**src/rtl/clock_pkg.sv**
```systemverilog
`default_nettype none
// ============================================================================
//  Module   : clock_pkg
//  Purpose  : Shared display codes and scan-slot phase type for the clock
//             display path (scanner, decoder callers, menu logic).
//  Revision : 1.0  initial release
// ============================================================================
package clock_pkg;

    // Digit codes understood by decoder7seg
    localparam logic [3:0] CODE_BLANK = 4'hF;
    localparam logic [3:0] CODE_SEC   = 4'd12;
    localparam logic [3:0] CODE_MIN   = 4'd13;
    localparam logic [3:0] CODE_HOUR  = 4'd14;

    localparam int NDIG_DEFAULT = 4;

    // Phase within one digit slot: anode lit, or anti-ghosting dead time
    typedef enum logic [0:0] {
        SLOT_ON    = 1'b0,
        SLOT_BLANK = 1'b1
    } slot_phase_e;

endpackage
`default_nettype wire

```
**src/rtl/scan_timer.sv**
```systemverilog
`default_nettype none
// ============================================================================
//  Module   : scan_timer
//  Purpose  : Slot/digit counters for the display scanner plus the per-slot
//             ON/BLANK phase machine.
//  Revision : 1.0  initial release
// ============================================================================
module scan_timer
    import clock_pkg::*;
#(
    parameter int NDIG        = NDIG_DEFAULT,
    parameter int REFRESH_DIV = 50000,
    parameter int BLANK_CYC   = 8,
    parameter int IDX_W       = (NDIG > 1) ? $clog2(NDIG) : 1
) (
    input  logic             i_clk,
    input  logic             i_rst,
    output logic [IDX_W-1:0] o_idx,
    output logic             o_slot_on,
    output logic             o_slot_end,
    output logic             o_frame_end,
    output logic             o_frame_first
);

    localparam int CNT_W = (REFRESH_DIV > 1) ? $clog2(REFRESH_DIV) : 1;
    localparam logic [CNT_W-1:0] CNT_LAST = CNT_W'(REFRESH_DIV - 1);
    localparam logic [CNT_W-1:0] ON_LAST  = CNT_W'(REFRESH_DIV - BLANK_CYC - 1);
    localparam logic [IDX_W-1:0] IDX_LAST = IDX_W'(NDIG - 1);
    localparam bit               HAS_BLANK = (BLANK_CYC > 0);

    logic [CNT_W-1:0] cnt_q, cnt_d;
    logic [IDX_W-1:0] idx_q, idx_d;
    slot_phase_e      phase_q, phase_d;
    logic             slot_end;

    assign slot_end = (cnt_q == CNT_LAST);

    // Counter and phase state registers
    always_ff @(posedge i_clk or posedge i_rst) begin
        if (i_rst) begin
            cnt_q   <= '0;
            idx_q   <= '0;
            phase_q <= SLOT_ON;
        end else begin
            cnt_q   <= cnt_d;
            idx_q   <= idx_d;
            phase_q <= phase_d;
        end
    end

    // Next counter values and slot phase; BLANK covers the last BLANK_CYC counts
    always_comb begin
        cnt_d   = slot_end ? '0 : cnt_q + 1'b1;
        idx_d   = idx_q;
        phase_d = phase_q;
        if (slot_end) begin
            idx_d = (idx_q == IDX_LAST) ? '0 : idx_q + 1'b1;
        end
        case (phase_q)
            SLOT_ON:    if (HAS_BLANK && (cnt_q == ON_LAST)) phase_d = SLOT_BLANK;
            SLOT_BLANK: if (slot_end) phase_d = SLOT_ON;
            default:    phase_d = SLOT_ON;
        endcase
    end

    assign o_idx         = idx_q;
    assign o_slot_on     = (phase_q == SLOT_ON);
    assign o_slot_end    = slot_end;
    assign o_frame_end   = slot_end && (idx_q == IDX_LAST);
    assign o_frame_first = (cnt_q == '0) && (idx_q == '0);

endmodule
`default_nettype wire

```
**src/rtl/display_scan_mux.sv**
```systemverilog
`default_nettype none
// ============================================================================
//  Module   : display_scan_mux
//  Purpose  : Time-multiplexed 7-segment scanner with frame-synchronous digit
//             update, per-digit blink and inter-digit dead time. Feeds the
//             selected code to decoder7seg and drives the anode enables.
//  Revision : 1.0  initial release
// ============================================================================
module display_scan_mux
    import clock_pkg::*;
#(
    parameter int   NDIG        = NDIG_DEFAULT,
    parameter int   REFRESH_DIV = 50000,
    parameter int   BLANK_CYC   = 8,
    parameter logic ANODE_ACT   = 1'b0
) (
    input  logic              i_clk,
    input  logic              i_rst,
    input  logic [4*NDIG-1:0] i_digits,
    input  logic [NDIG-1:0]   i_dp_mask,
    input  logic [NDIG-1:0]   i_blink_mask,
    input  logic              i_blink_ph,
    input  logic              i_load,
    output logic [3:0]        o_digit,
    output logic              o_dp_n,
    output logic [NDIG-1:0]   o_anode,
    output logic              o_frame_start
);

    localparam int IDX_W = (NDIG > 1) ? $clog2(NDIG) : 1;
    localparam logic [NDIG-1:0] ANODE_OFF = {NDIG{~ANODE_ACT}};
    localparam logic [NDIG-1:0] ONE_HOT0  = {{(NDIG-1){1'b0}}, 1'b1};

    logic [IDX_W-1:0] idx;
    logic             slot_on;
    logic             slot_end;
    logic             frame_end;
    logic             frame_first;

    scan_timer #(
        .NDIG        (NDIG),
        .REFRESH_DIV (REFRESH_DIV),
        .BLANK_CYC   (BLANK_CYC),
        .IDX_W       (IDX_W)
    ) u_timer (
        .i_clk         (i_clk),
        .i_rst         (i_rst),
        .o_idx         (idx),
        .o_slot_on     (slot_on),
        .o_slot_end    (slot_end),
        .o_frame_end   (frame_end),
        .o_frame_first (frame_first)
    );

    // Pending shadow (written on load) and active set (shown, swapped only at frame end)
    logic [NDIG-1:0][3:0] pend_dig_q;
    logic [NDIG-1:0]      pend_dp_q;
    logic                 pend_vld_q;
    logic [NDIG-1:0][3:0] act_dig_q;
    logic [NDIG-1:0]      act_dp_q;

    logic [3:0]      digit_q, digit_d;
    logic            dp_n_q, dp_n_d;
    logic [NDIG-1:0] anode_q, anode_d;
    logic            fstart_q;

    // Shadow capture and tear-free promotion at the last cycle of the frame
    always_ff @(posedge i_clk or posedge i_rst) begin
        if (i_rst) begin
            pend_dig_q <= {NDIG{CODE_BLANK}};
            pend_dp_q  <= '0;
            pend_vld_q <= 1'b0;
            act_dig_q  <= {NDIG{CODE_BLANK}};
            act_dp_q   <= '0;
        end else begin
            if (i_load) begin
                pend_dig_q <= i_digits;
                pend_dp_q  <= i_dp_mask;
            end
            if (frame_end) begin
                // A load landing on the frame-end cycle bypasses the shadow
                if (i_load) begin
                    act_dig_q <= i_digits;
                    act_dp_q  <= i_dp_mask;
                end else if (pend_vld_q) begin
                    act_dig_q <= pend_dig_q;
                    act_dp_q  <= pend_dp_q;
                end
                pend_vld_q <= 1'b0;
            end else if (i_load) begin
                pend_vld_q <= 1'b1;
            end
        end
    end

    // Output selection for the current slot phase, digit and blink state
    always_comb begin
        digit_d = CODE_BLANK;
        dp_n_d  = 1'b1;
        anode_d = ANODE_OFF;
        if (slot_on) begin
            anode_d = ANODE_OFF ^ (ONE_HOT0 << idx);
            if (!(i_blink_ph && i_blink_mask[idx])) begin
                digit_d = act_dig_q[idx];
                dp_n_d  = ~act_dp_q[idx];
            end
        end
    end

    // Registered outputs, one cycle behind the counters
    always_ff @(posedge i_clk or posedge i_rst) begin
        if (i_rst) begin
            digit_q  <= CODE_BLANK;
            dp_n_q   <= 1'b1;
            anode_q  <= ANODE_OFF;
            fstart_q <= 1'b0;
        end else begin
            digit_q  <= digit_d;
            dp_n_q   <= dp_n_d;
            anode_q  <= anode_d;
            fstart_q <= frame_first;
        end
    end

    assign o_digit       = digit_q;
    assign o_dp_n        = dp_n_q;
    assign o_anode       = anode_q;
    assign o_frame_start = fstart_q;

endmodule
`default_nettype wire

```
**config.mk**
```make
export PLATFORM = sky130hd
export DESIGN_NAME = display_scan_mux
export DESIGN_NICKNAME = d
export VERILOG_FILES = /design/src/rtl/clock_pkg.sv /design/src/rtl/scan_timer.sv /design/src/rtl/display_scan_mux.sv
export SDC_FILE = /design/constraint.sdc
export NUM_CORES = 1
export LEC_CHECK = 0
export ABC_AREA = 1
export CAP_MARGIN = 20
export CORE_ASPECT_RATIO = 0.9
export CORE_MARGIN = 1
export CORE_UTILIZATION = 30
export DETAILED_ROUTE_END_ITERATION = 16
export DONT_BUFFER_PORTS = 1
export PLACE_DENSITY_LB_ADDON = 0.1
export SLEW_MARGIN = 20
export SYNTH_ARGS = -nofsm -noshare
export SYNTH_HDL_FRONTEND = slang
export SYNTH_SLANG_ARGS = --single-unit
```
**constraint.sdc**
```tcl
create_clock -name i_clk -period 4.44 [get_ports i_clk]
set_clock_uncertainty 0.05 [all_clocks]
set_input_delay 1.11 -clock i_clk [delete_from_list [all_inputs] [get_ports i_clk]]
set_output_delay 1.11 -clock i_clk [all_outputs]
set_load 0.01 [all_outputs]
```
==> impl_summary.md, run 1 <==
Critical path
The arrival time of the worst setup path is 2.80 ns. The maximum single-stage delay on the critical path is around 0.86 ns. The signal on the critical path passes through ha_1 -> nand4_2 -> nand2_1 -> nand2_1. The critical path is of the reg2reg type.

The startpoint identified for the worst register-to-register timing path is u_timer.o_idx[0]$_DFFE_PP0N_. For the worst setup path, the data required time is ~4.6 ns. The most common cell type on the critical path is nand2_1. The most critical setup path has its startpoint at u_timer.o_idx[0]$_DFFE_PP0N_.

The critical path's slowest cell is ha_1. The endpoint type of the worst setup path is a register. The peak fanout along the critical path is 24. The type of element launching the critical path is a register.

STA
Setup slack on the critical path of the routed design comes to around 1.8 ns. The headroom to the max-slew limit is 0.381. The tightest hold path in the finished design has a slack of between 0.4 and 0.5 ns.

For the pin with the worst max-slew slack, the measured transition is between 0.9 and 1 ns. The max-slew violation count is 0. Setup violations remaining at the end of the flow were counted as 0. The hold violation total from the final report is 0. Setup repair after global routing left no endpoint under its margin. For the final routed database, the setup TNS stands at 0 ns. Derived from the worst setup path, the maximum achievable clock frequency is 380 MHz. The routed design could run at a clock period as short as between 2 and 3 ns. The portion of the clock cycle consumed by the worst path in the final layout is 0.593.

Die
The count of standard-cell rows is 35. The die width is approximately 110 um. The total core area is 10500 sq um. The die area is 11400 sq um. 38 I/O pins were placed. The initial utilization of the core area, before any placement, comes to 0.316.

The floorplan step set the die height to between 100 and 150 um.

Power
The power per standard cell area is between 300 and 400 nW/um^2. The static power due to leakage is ~0.0018 uW. The total chip power is approximately 1400 uW. IR analysis of the VDD net gives a maximum drop of around 0.20 mV.

GRT
The maximum number of pins on one net before global-route repair is 34. The first global-routing pass estimated about 13 mm of wire. The overall global routing resource usage is 0.145.

The global-route congestion overflow total is 0. The number of global-route vias before repair is between 2000 and 2500. The number of antenna violations at the first check in global routing is 0.

Detailed routing
In this run the remaining antenna-violating nets after routing total 0. The total wire length is about 7.3 mm. The DRC marker count from the first detailed-route iteration is about 130.

The total via count in the routed design is between 2000 and 2500. The detail-routed via count per cell is 4.59. The number of design rule violations left after detail routing is 0. The number of iterations in the first detailed-routing pass is 4. After detailed routing, the average wire length per cell comes to approximately 14 um.

Yosys
The sequential fraction of the synthesis area is 0.545. The distinct cell type count after synthesis is 28. The number of cells produced by synthesis is just under 400. The synthesis-stage register bit count is 70. The largest area contributor in the netlist is dfstp_2.

The number of warnings issued by yosys is 0. The area fraction of the dominant cell type after synthesis is 0.326. After synthesis the cells add up to approximately 3300 sq um. By area the synthesized netlist is led by dfstp_2 (33%), dfrtp_1 (22%), nand2_1 (16%), nor2_1 (5.0%), nand4_1 (3.8%). The number of nets in the synthesized netlist is roughly 430. The synthesized area divided by synthesized cell count is 8.48 sq um.

CTS
The number of buffers added to fix hold violations after cts is 0. The maximum count of clock buffers along a single path is 2. At the later pin of the worst-skew pair, clock insertion delay measures ~0.33 ns.

The number of gates resized after CTS is 0. In this run the number of H-tree levels came out at 3. TritonCTS built the clock tree. The root buffer cell is clkbuf_16. Post-CTS timing repair inserted 0 buffers for setup.

The number of clock sinks is 70. Clock-pin slew was measured on the worst setup and hold paths at ~0.050 ns. The total CTS buffers is 9.

Placed design
The routability congestion estimate from global placement is between 0.8 and 0.9. The number of I/O port buffers is 0. The HPWL reported at the end of detailed placement is about 5.1 mm. Timing analysis after detailed placement gives a worst setup slack of 1.80 ns.

Finish
The most common cell after layout, fill and taps aside is nand2_1. Counting the fill cells in the layout gives roughly 1100. Summing all flip-flop and latch instances after layout gives ~1800 sq um. In the final layout, the share of cells above drive strength 1 is 0.185. The repair_antennas step left the layout with diodes totalling 0. The footprint of the multi-input gates is ~1300 sq um. From synthesis to final layout, the design area changed by 11.7%. The library cells used most frequently in the layout, excluding fill and tap cells, are nand2_1 (144), nor2_1 (44), dfstp_2 (41).

The net count of the finished layout is between 400 and 500.

Min path
The worst hold path class is reg2reg. In this run the most critical hold path is launched from act_dig_q[13]$_DFFE_PP1P_.

Status
The flow ran to the end, and the final reports show no timing, DRC or antenna violations.

Job
Across the run, the number of max-cap violations was 0.
## power breakdown
part	switching, uW	internal (uW)	leakage (uW)
Clock	259	462	0.000152
Sequential	5.91	668	0.000805
Combinational	32.1	10.1	0.000793
## through the flow
stage	util	instance area [sq um]	cells
2_1_floorplan	-	3310	390
3_3_place_gp	0.324	3390	507
3_5_place_dp	0.324	3390	507
4_1_cts	0.353	3690	523
5_1_grt	0.353	3690	523
6_report	0.353	3690	523
## critical path: cells and delay by family, from the launching register on
family,cells,cell delay (ns)
fa+ha+maj,1,0.86
simple gates,3,0.92
flops,1,0.66
## path summary, 6_finish.rpt
kind,to,slack [ns],cells after the start
max in group asynchronous,act_dig_q[12]$_DFFE_PP1P_,2.80,2
setup reg to reg,act_dp_q[1]$_DFFE_PP0P_,1.81,4
hold / removal,act_dig_q[13]$_DFFE_PP1P_,0.41,2
hold reg to reg,act_dig_q[13]$_DFFE_PP1P_,0.41,2
min in group asynchronous,act_dp_q[3]$_DFFE_PP0P_,0.72,1
setup / recovery,act_dp_q[1]$_DFFE_PP0P_,1.81,4
## layout make-up
cell class,instances,share of cell area
flip-flops and latches,70,0.488
well taps,129,0.0437
repair buffers,3,0.00610
inverters,29,0.0295
clock buffers,12,0.0695
clock inverters,4,0.0122
multi-input cells,276,0.351
## sequential cells by signal, indices dropped and copies added, names as in the netlist
signal,flops
o_digit,4
o_dp_n,1
act_dig_q,16
u_timer.cnt_q,16
o_anode,4
pend_dig_q,16
u_timer.phase_q,1
act_dp_q,4
pend_dp_q,4
o_frame_start,1
pend_vld_q,1
u_timer.o_idx,2
## cell families after synthesis
family	synth area share
AND/OR/NAND/NOR	0.316
flip-flops	0.545
XOR/XNOR	0.0185
AO/OA/AOI/OAI	0.0310
buffers and inverters	0.0628
adder cells (fa/ha/maj)	0.0265
## cells in the mapped netlist (all sizes together)
cell type	number
nand4	22
inv	28
o21ai	15
nand3b	1
ha	7
and3	1
nand3	16
nor3	4
nor4	1
or2	1
dfrtp	29
buf	9
xor2	7
o22ai	2
nand2	145
clkinv	1
clkbuf	6
dfstp	41
nor3b	1
a21oi	3
nor2	50
## per-layer routing
layer | vias to the layer above | part of all wire | GRT usage
li1 | 1238 | - | -
met1 | 1119 | 0.56 | 0.211
met2 | 38 | 0.39 | 0.197
met3 | 8 | 0.042 | 0.0503
met4 | 0 | 0.012 | 0.0492
met5 | - | 0 | 0
Note: power is estimated with default switching activity, not from simulation.
==> run 2: changes to the inputs <==
- ABC_AREA: 1 -> 0
- clock period: 4.44 -> 2.3 ns (I/O delays scaled with it)
==> run 2 against run 1 <==
Net effect:
- design area is 0.75% lower
- register-to-register slack worse by 1.5 ns
- fmax is 31% higher
- non-clock buffer count is 3 higher
- worst setup slack worse by 1.5 ns
==> impl_summary.md, run 2 <==
Status
The run finished with clean final reports.

Detailed routing
Wires add up to around 5.8 mm. In this run, the number of DRC markers left after iteration 0 of detailed routing was 80. The total via count in the routed design is 1645. The number of design rule violations left after detail routing is 0. For this run, the detailed router's first-pass iteration total came to 4. The count of nets left with antenna violations once routing finished came out at 0. Using the TritonRoute via totals, the vias-per-cell ratio works out to between 4 and 5. Dividing the detail-routed wire length by the instance count gives around 16 um.

STA
Setup repair after global routing left no endpoint under its margin. The hold violation total from the final report came to 0. The upper clock frequency limit is 498 MHz. The sum of negative setup slack is 0 ns.

Of the available clock period, the critical path in the final layout requires 0.874. The transition at the pin with the smallest max-transition slack is between 0.4 and 0.5 ns. For the finished layout, the period the worst path requires is around 2.0 ns.

Setup violations remaining at the end of the flow were counted as 0. The max-slew violation count is 0. The headroom to the max-slew limit is 0.700.

Placed design
Detailed placement finished with a half-perimeter wire length of 3.87 mm. The cell count after placement is 342. At the end of routability-driven placement, the weighted congestion stood at roughly 0.71. During placement, the flow inserted port buffers numbering 0.

Yosys
The commonest cells after synthesis are dfstp_2 (41), dfrtp_1 (29), mux2_2 (20), mux2_4 (20), nand2_1 (12). Counting flops with a built-in enable in the synthesized netlist gives 0. Counting every net in the synthesized netlist gives between 200 and 300. The distinct cell type count after synthesis is 37. In the post-synthesis netlist, the biggest area contributors are dfstp_2 (34%), dfrtp_1 (23%), mux2_4 (9.6%), mux2_2 (7.2%), mux4_2 (4.3%). The dominant synthesized flop cell is dfstp_2.

The synthesized area divided by synthesized cell count is ~15 sq um. The number of cells produced by synthesis is ~220. The sequential fraction of the synthesis area is 0.574. The area fraction of the dominant cell type after synthesis is 0.343. For this run, asynchronously set or reset flops after synthesis account for 1.00. The number of warnings issued by yosys is 0. The largest area contributor in the netlist is dfstp_2.

The synthesis-stage register bit count is 70. The synthesized netlist occupies a cell area of roughly 3100 sq um. dfstp_2 is the most common cell in the netlist.

Die
In this run the count of I/O pins placed on the die edge is 38. The die width is approximately 110 um. The initial utilization of the core area, before any placement, comes to 0.308.

The floorplan step defined a die boundary enclosing about 11000 sq um. The floorplan has 35 rows. The height of the die is between 90 and 100 um.

The floorplan step defined a core boundary enclosing 10200 sq um.

GRT
The overall global routing resource usage is 0.120. In this run the most used layer during global routing was met1. The number of antenna violations at the first check in global routing was 0. For this run, global-route usage on met3 was measured as 0.0470. The global-route congestion overflow total is 0.

The met2 demand-to-capacity share in global routing is 0.166. In the global route stage, met1 resource usage came out at 0.169. The number of global-route vias before repair is 1698. Entering global routing, the biggest net connects 53 pins. The first global-routing pass estimated 9.57 mm of wire.

Finish
The number of diodes added for antenna fixing is 0. The largest registers in the layout are act_dig_q: 16 flops, pend_dig_q: 16 flops, u_timer.cnt_q: 16 flops. The ratio of cells with drive above 1 in the final layout is 0.515. Leaving out fill and tap cells, the most frequent cell in the layout is dfstp_2.

In the layout the commonest cells are dfstp_2 (41), dfrtp_1 (29), mux2_2 (20), mux2_4 (20), nand2_1 (12). For this run, the post-layout net count is around 260. The final non-filler cell total is 358. Compared with the post-synthesis result, the final layout area differs by 16.7%. The number of filler instances in the final layout is around 970.

Critical path
The type of element launching the critical path is a register. The critical path goes through ha_1 -> and4_1 -> nand4_4 -> nor3b_4 -> buf_12 -> mux2_4. The critical path's slowest cell is dfrtp_1. The slack of the worst reg-to-reg path is a little under 0.3 ns. For the worst setup path, the data required time is approximately 2.5 ns. The critical path is of the reg2reg type.

The cell depth of the worst flop-to-flop path is 6. The cell class contributing the biggest share of worst-path delay is simple AND/OR/NAND/NOR gates. The maximum single-stage delay on the critical path is ~0.43 ns. The number of buffers and inverters on the critical path is 1. The worst setup path is captured at a register. The destination of the worst register-to-register timing path is act_dp_q[1]$_DFFE_PP0P_. The reg-to-reg startpoint is u_timer.cnt_q[1]$_DFF_PP0_. For the worst setup path, the data arrival time is about 2.2 ns. In this run the worst path has a maximum fanout of 20.

Power
IR analysis of the VDD net gives a maximum drop of 0.350 mV. Summed over all cells, the static leakage comes to around 0.0015 uW. Power spread over the standard cell area amounts to roughly 800 nW/um^2.

CTS
The number of buffers added to fix hold violations after cts is 0. Clock-pin slew was measured on the worst setup and hold paths at approximately 0.06 ns. The longest clock path from root to sink contains 2 buffers. Post-CTS repair changed the size of 0 cells. In this run the post-CTS setup repair buffer count came out at 0. The root buffer cell is clkbuf_16.

Clock latency on the worst-skew pair, taken at its later pin, is roughly 0.32 ns. TritonCTS built the clock tree. In this run the number of H-tree levels came out at 3.

The number of clock sinks is 70. The total CTS buffers is 9.

Job
The max-capacitance violation count is 0.

Min path
The worst hold path class is in2async.
==> run 2: changes by cell type after synthesis, sizes merged, moves of 9 or more <==
cell   before  now
nand4      22    3
inv        28    7
nand3      16    7
mux2        0   40
o21ai      15    3
nor2       50   10
nand2     145   12
==> run 2: worst reg2reg max path: stages, from the launching register on <==
cell and delay [ns]:
dfrtp_1 0.43, ha_1 0.22, and4_1 0.27, nand4_4 0.15, nor3b_4 0.24, buf_12 0.22
mux2_4 0.32
==> run 2: layer usage <==
metal / wire (um) / up-vias
li1: - / 774
met1: 2850 / 834
met2: 2540 / 33
met3: 332 / 4
met4: 59 / 0
met5: 0 / -
==> run 2: final cells by class <==
type / instances / area [sq um] / share of cell area
multi-input combinational: 130 / 1260 / 0.344
timing repair buffer: 6 / 70.1 / 0.0191
clock buffer: 10 / 250 / 0.0683
sequential: 70 / 1800 / 0.492
tap: 129 / 161 / 0.0440
inverter: 7 / 30.0 / 0.00819
clock inverter: 6 / 90.1 / 0.0246
==> run 2: through the flow <==
stage | power [uW] | hold WS [ns] | setup slack [ns] | area, sq um | util
final | 2940 | 0.0815 | 0.290 | 3660 | 0.359
after global routing | 3070 | 0.0989 | 0.177 | 3660 | 0.359
after CTS | 2990 | 0.0857 | 0.289 | 3660 | 0.359
after detailed placement | 1420 | 0.438 | 0.294 | 3320 | 0.326
after global placement | 1420 | 0.436 | 0.326 | 3320 | 0.326
after floorplan | 1400 | 0.405 | 0.409 | 3140 | -
==> run 2: kinds of logic (layout without fill, tap and decap cells) <==
logic type | count (synthesis) | in the layout | share of synthesized area
adder cells (fa/ha/maj) | 7 | 7 | 0.0279
buffers and inverters | 15 | 29 | 0.0247
multiplexers | 46 | 46 | 0.210
AND/OR/NAND/NOR | 55 | 55 | 0.111
XOR/XNOR | 12 | 12 | 0.0335
AO/OA/AOI/OAI | 10 | 10 | 0.0187
flip-flops | 70 | 70 | 0.574
==> run 2: worst max path at each step <==
stage | from | endpoint | slack [ns] | depth (start not counted)
2_1_floorplan | u_timer.cnt_q[0]$_DFF_PP0_ | act_dp_q[0]$_DFFE_PP0P_ | 0.41 | 7
3_3_place_gp | u_timer.cnt_q[1]$_DFF_PP0_ | act_dp_q[0]$_DFFE_PP0P_ | 0.33 | 6
3_5_place_dp | u_timer.cnt_q[0]$_DFF_PP0_ | act_dp_q[3]$_DFFE_PP0P_ | 0.29 | 6
4_1_cts | u_timer.cnt_q[1]$_DFF_PP0_ | act_dp_q[1]$_DFFE_PP0P_ | 0.29 | 6
5_1_grt | u_timer.cnt_q[1]$_DFF_PP0_ | act_dp_q[0]$_DFFE_PP0P_ | 0.18 | 6
6_report | u_timer.cnt_q[1]$_DFF_PP0_ | act_dp_q[1]$_DFFE_PP0P_ | 0.29 | 6
==> run 2: report_power, final <==
group          total (uW)  leakage (uW)  internal [uW]  switching (uW)
clock                1550      0.000164           1020             527
combinational        89.6      0.000535           41.3            48.3
sequential           1310      0.000804           1300            10.7
total                2940       0.00150           2360             586
==> run 3: changes to the inputs <==
- clock period: 2.3 -> 1.6 ns (I/O delays scaled with it)
==> run 3 against run 2 <==
Net effect:
- the run now ends with hold timing, setup timing left
- clock power up 42%
- sequential share of layout area down 3.9 points
- non-clock buffer count up 36
- critical path depth unchanged
==> impl_summary.md, run 3 (synthesized netlist as in run 2, its figures left out) <==
CTS
The clock slew seen by the registers of the worst setup and hold paths is roughly 0.060 ns. The number of clock buffers added by TritonCTS is 9. For this design, the CTS-stage hold fixing added 0 buffers.

The clock latency on the worst-skew pair is 0.33 ns. In this run the number of H-tree levels came out at 3. The root buffer cell is clkbuf_16. The number of clock sinks is 70. Counting along the longest clock path gives a buffer depth of 2.

The CTS tree is built.

Detailed routing
The per-cell routed wire length is approximately 15 um. The count of nets left with antenna violations once routing finished came out at 0. For this block, the via count after detailed routing is 1753. The total wire length is a little over 6 mm. In the routed layout, each cell is associated on average with a via count of between 4 and 5.

In this run, the number of DRC markers left after iteration 0 of detailed routing was 46. For this run, design rule violations remaining after detail routing come to 0. For this run, the detailed router's first-pass iteration total came to 4.

Critical path
The worst setup path is captured at a register. STA classifies the critical path startpoint as a register. At the worst endpoint, the required time is approximately 1.8 ns.

Along the worst path, the maximum fanout reaches 8. The endpoint identified for the worst register-to-register timing path is act_dig_q[11]$_DFFE_PP1P_. The cell depth of the worst flop-to-flop path is 6. The class of the most critical setup path is reg2reg.

The reg-to-reg startpoint is u_timer.cnt_q[11]$_DFF_PP0_. The arrival time of the worst setup path is ~2.0 ns. The slack of the worst reg-to-reg path is -0.22 ns. The launch point of the critical path is u_timer.cnt_q[11]$_DFF_PP0_.

Power
The total chip power is around 4200 uW. The largest vdd supply drop is about 0.72 mV. Power spread over the standard cell area amounts to 1060 nW/um^2.

The static power due to leakage is 0.00169 uW.

Placed design
The congestion estimate from routability-driven global placement came to around 0.7. Detailed placement finished with a half-perimeter wire length of roughly 4.1 mm. The cell area reported after detailed placement is between 3000 and 4000 sq um.

The number of I/O port buffers is 0. The cell count after placement is roughly 370.

STA
The upper clock frequency limit is 549 MHz. Setup slack on the critical path of the routed design comes to -0.223 ns. For the pin with the worst max-slew slack, the measured transition is 0.372 ns. The portion of the clock cycle consumed by the worst path in the final layout is 1.14. In the final timing run, aggregate negative setup slack is -4.16 ns. Setup repair after global routing could not meet its margin everywhere. The final-layout worst hold slack is -0.00774 ns. The time the final worst path needs with I/O delays and setup is 1.82 ns. The headroom to the max-slew limit is 0.752. The hold violation total from the final report is 7. Setup violations remaining at the end of the flow were counted as 20. The max-slew violation count is 0.

Finish
The total non-filler cell area in the finished layout is about 4000 sq um. The ratio of cells with drive above 1 in the final layout is 0.604. At the end of the flow, the number of nets in the layout was 295. Summing all multi-input logic gate instances after layout gives roughly 1300 sq um. The top cell types in the final layout, fill and taps aside, are dfstp_2 (41), buf_4 (35), dfrtp_1 (28). Counting the fill cells in the layout gives approximately 960. The post-synthesis to final-layout area growth is 26.7%. The largest registers in the layout are act_dig_q: 16 flops, pend_dig_q: 16 flops, u_timer.cnt_q: 16 flops. The number of antenna diodes in the final layout is 0. The finished layout holds approximately 390 standard cells, fillers aside.

The area taken by flip-flops and latches is 1800 sq um. The most common cell after layout, fill and taps aside is dfstp_2.

Die
The number of top-level pins is 38. The total core area is 10200 sq um. The count of standard-cell rows is 35.

The die width is approximately 110 um. From bottom edge to top edge, the die measures 99.1 um. The initial standard-cell utilization of the core is 0.308.

The floorplan step defined a die boundary enclosing 10900 sq um.

GRT
The number of antenna violations at the first check in global routing is 0. The overall global routing resource usage is 0.124. The first global-routing pass estimated 9.89 mm of wire. The number of global-route vias before repair came to around 1900. Entering global routing, the biggest net connects roughly 70 pins.

For this run the aggregate overflow at the end of global routing stands at 0.

Min path
The path class of the tightest hold or removal check is in2async.

Status
The checks that failed: hold timing, setup timing. The flow ran to the end, but the final reports show violations.

Job
The max-capacitance violation count is 0.
## run 3: worst max path at each step
| stage | to | cells past startpoint |
|---|---|---|
| final | act_dig_q[11]$_DFFE_PP1P_ | 6 |
| after global routing | act_dig_q[7]$_DFFE_PP1P_ | 6 |
| after CTS | act_dp_q[3]$_DFFE_PP0P_ | 5 |
| after detailed placement | act_dig_q[6]$_DFFE_PP1P_ | 6 |
| after global placement | act_dig_q[2]$_DFFE_PP1P_ | 6 |
| after floorplan | act_dp_q[0]$_DFFE_PP0P_ | 7 |
## run 3: metrics by stage
stage	setup slack [ns]	util
floorplan	-0.291	-
global placement	-0.238	0.349
detailed placement	-0.275	0.349
CTS	-0.265	0.384
global route	-0.295	0.390
finish	-0.223	0.390
## run 3: critical path, cell delays in order, from the launching register on
cell,delay [ns]
dfrtp_1,0.40
nor4_4,0.35
nand4_4,0.14
nor3b_4,0.20
buf_6,0.15
buf_6,0.16
mux2_4,0.31
## run 3: layout make-up
cell class,count,share of cell area
Clock buffer,10,0.0600
Clock inverter,6,0.0229
Inverter,7,0.00754
Multi-Input combinational cell,130,0.322
Sequential cell,70,0.453
Tap cell,129,0.0406
Timing Repair Buffer,42,0.0937
## run 3: timing repair
action                     in CTS  in global routing
gates resized for setup         7                  5
pin swaps                       0                  1
setup endpoints to repair      29                 41
setup buffers                   1                  3
gates cloned                    0                  1
hold endpoints to repair        0                  0
## run 3: per-layer routing
layer,global-route usage,part of all wire
met1,0.172,0.51
met2,0.176,0.43
met3,0.0430,0.047
met4,0.0462,0.013
met5,0,0
## run 3: where the power goes
part | total [uW] | switching, uW | leakage (uW) | internal [uW]
Sequential | 1880 | 14.9 | 0.000802 | 1860
Clock | 2200 | 783 | 0.000160 | 1420
Combinational | 130 | 69.7 | 0.000731 | 60.0
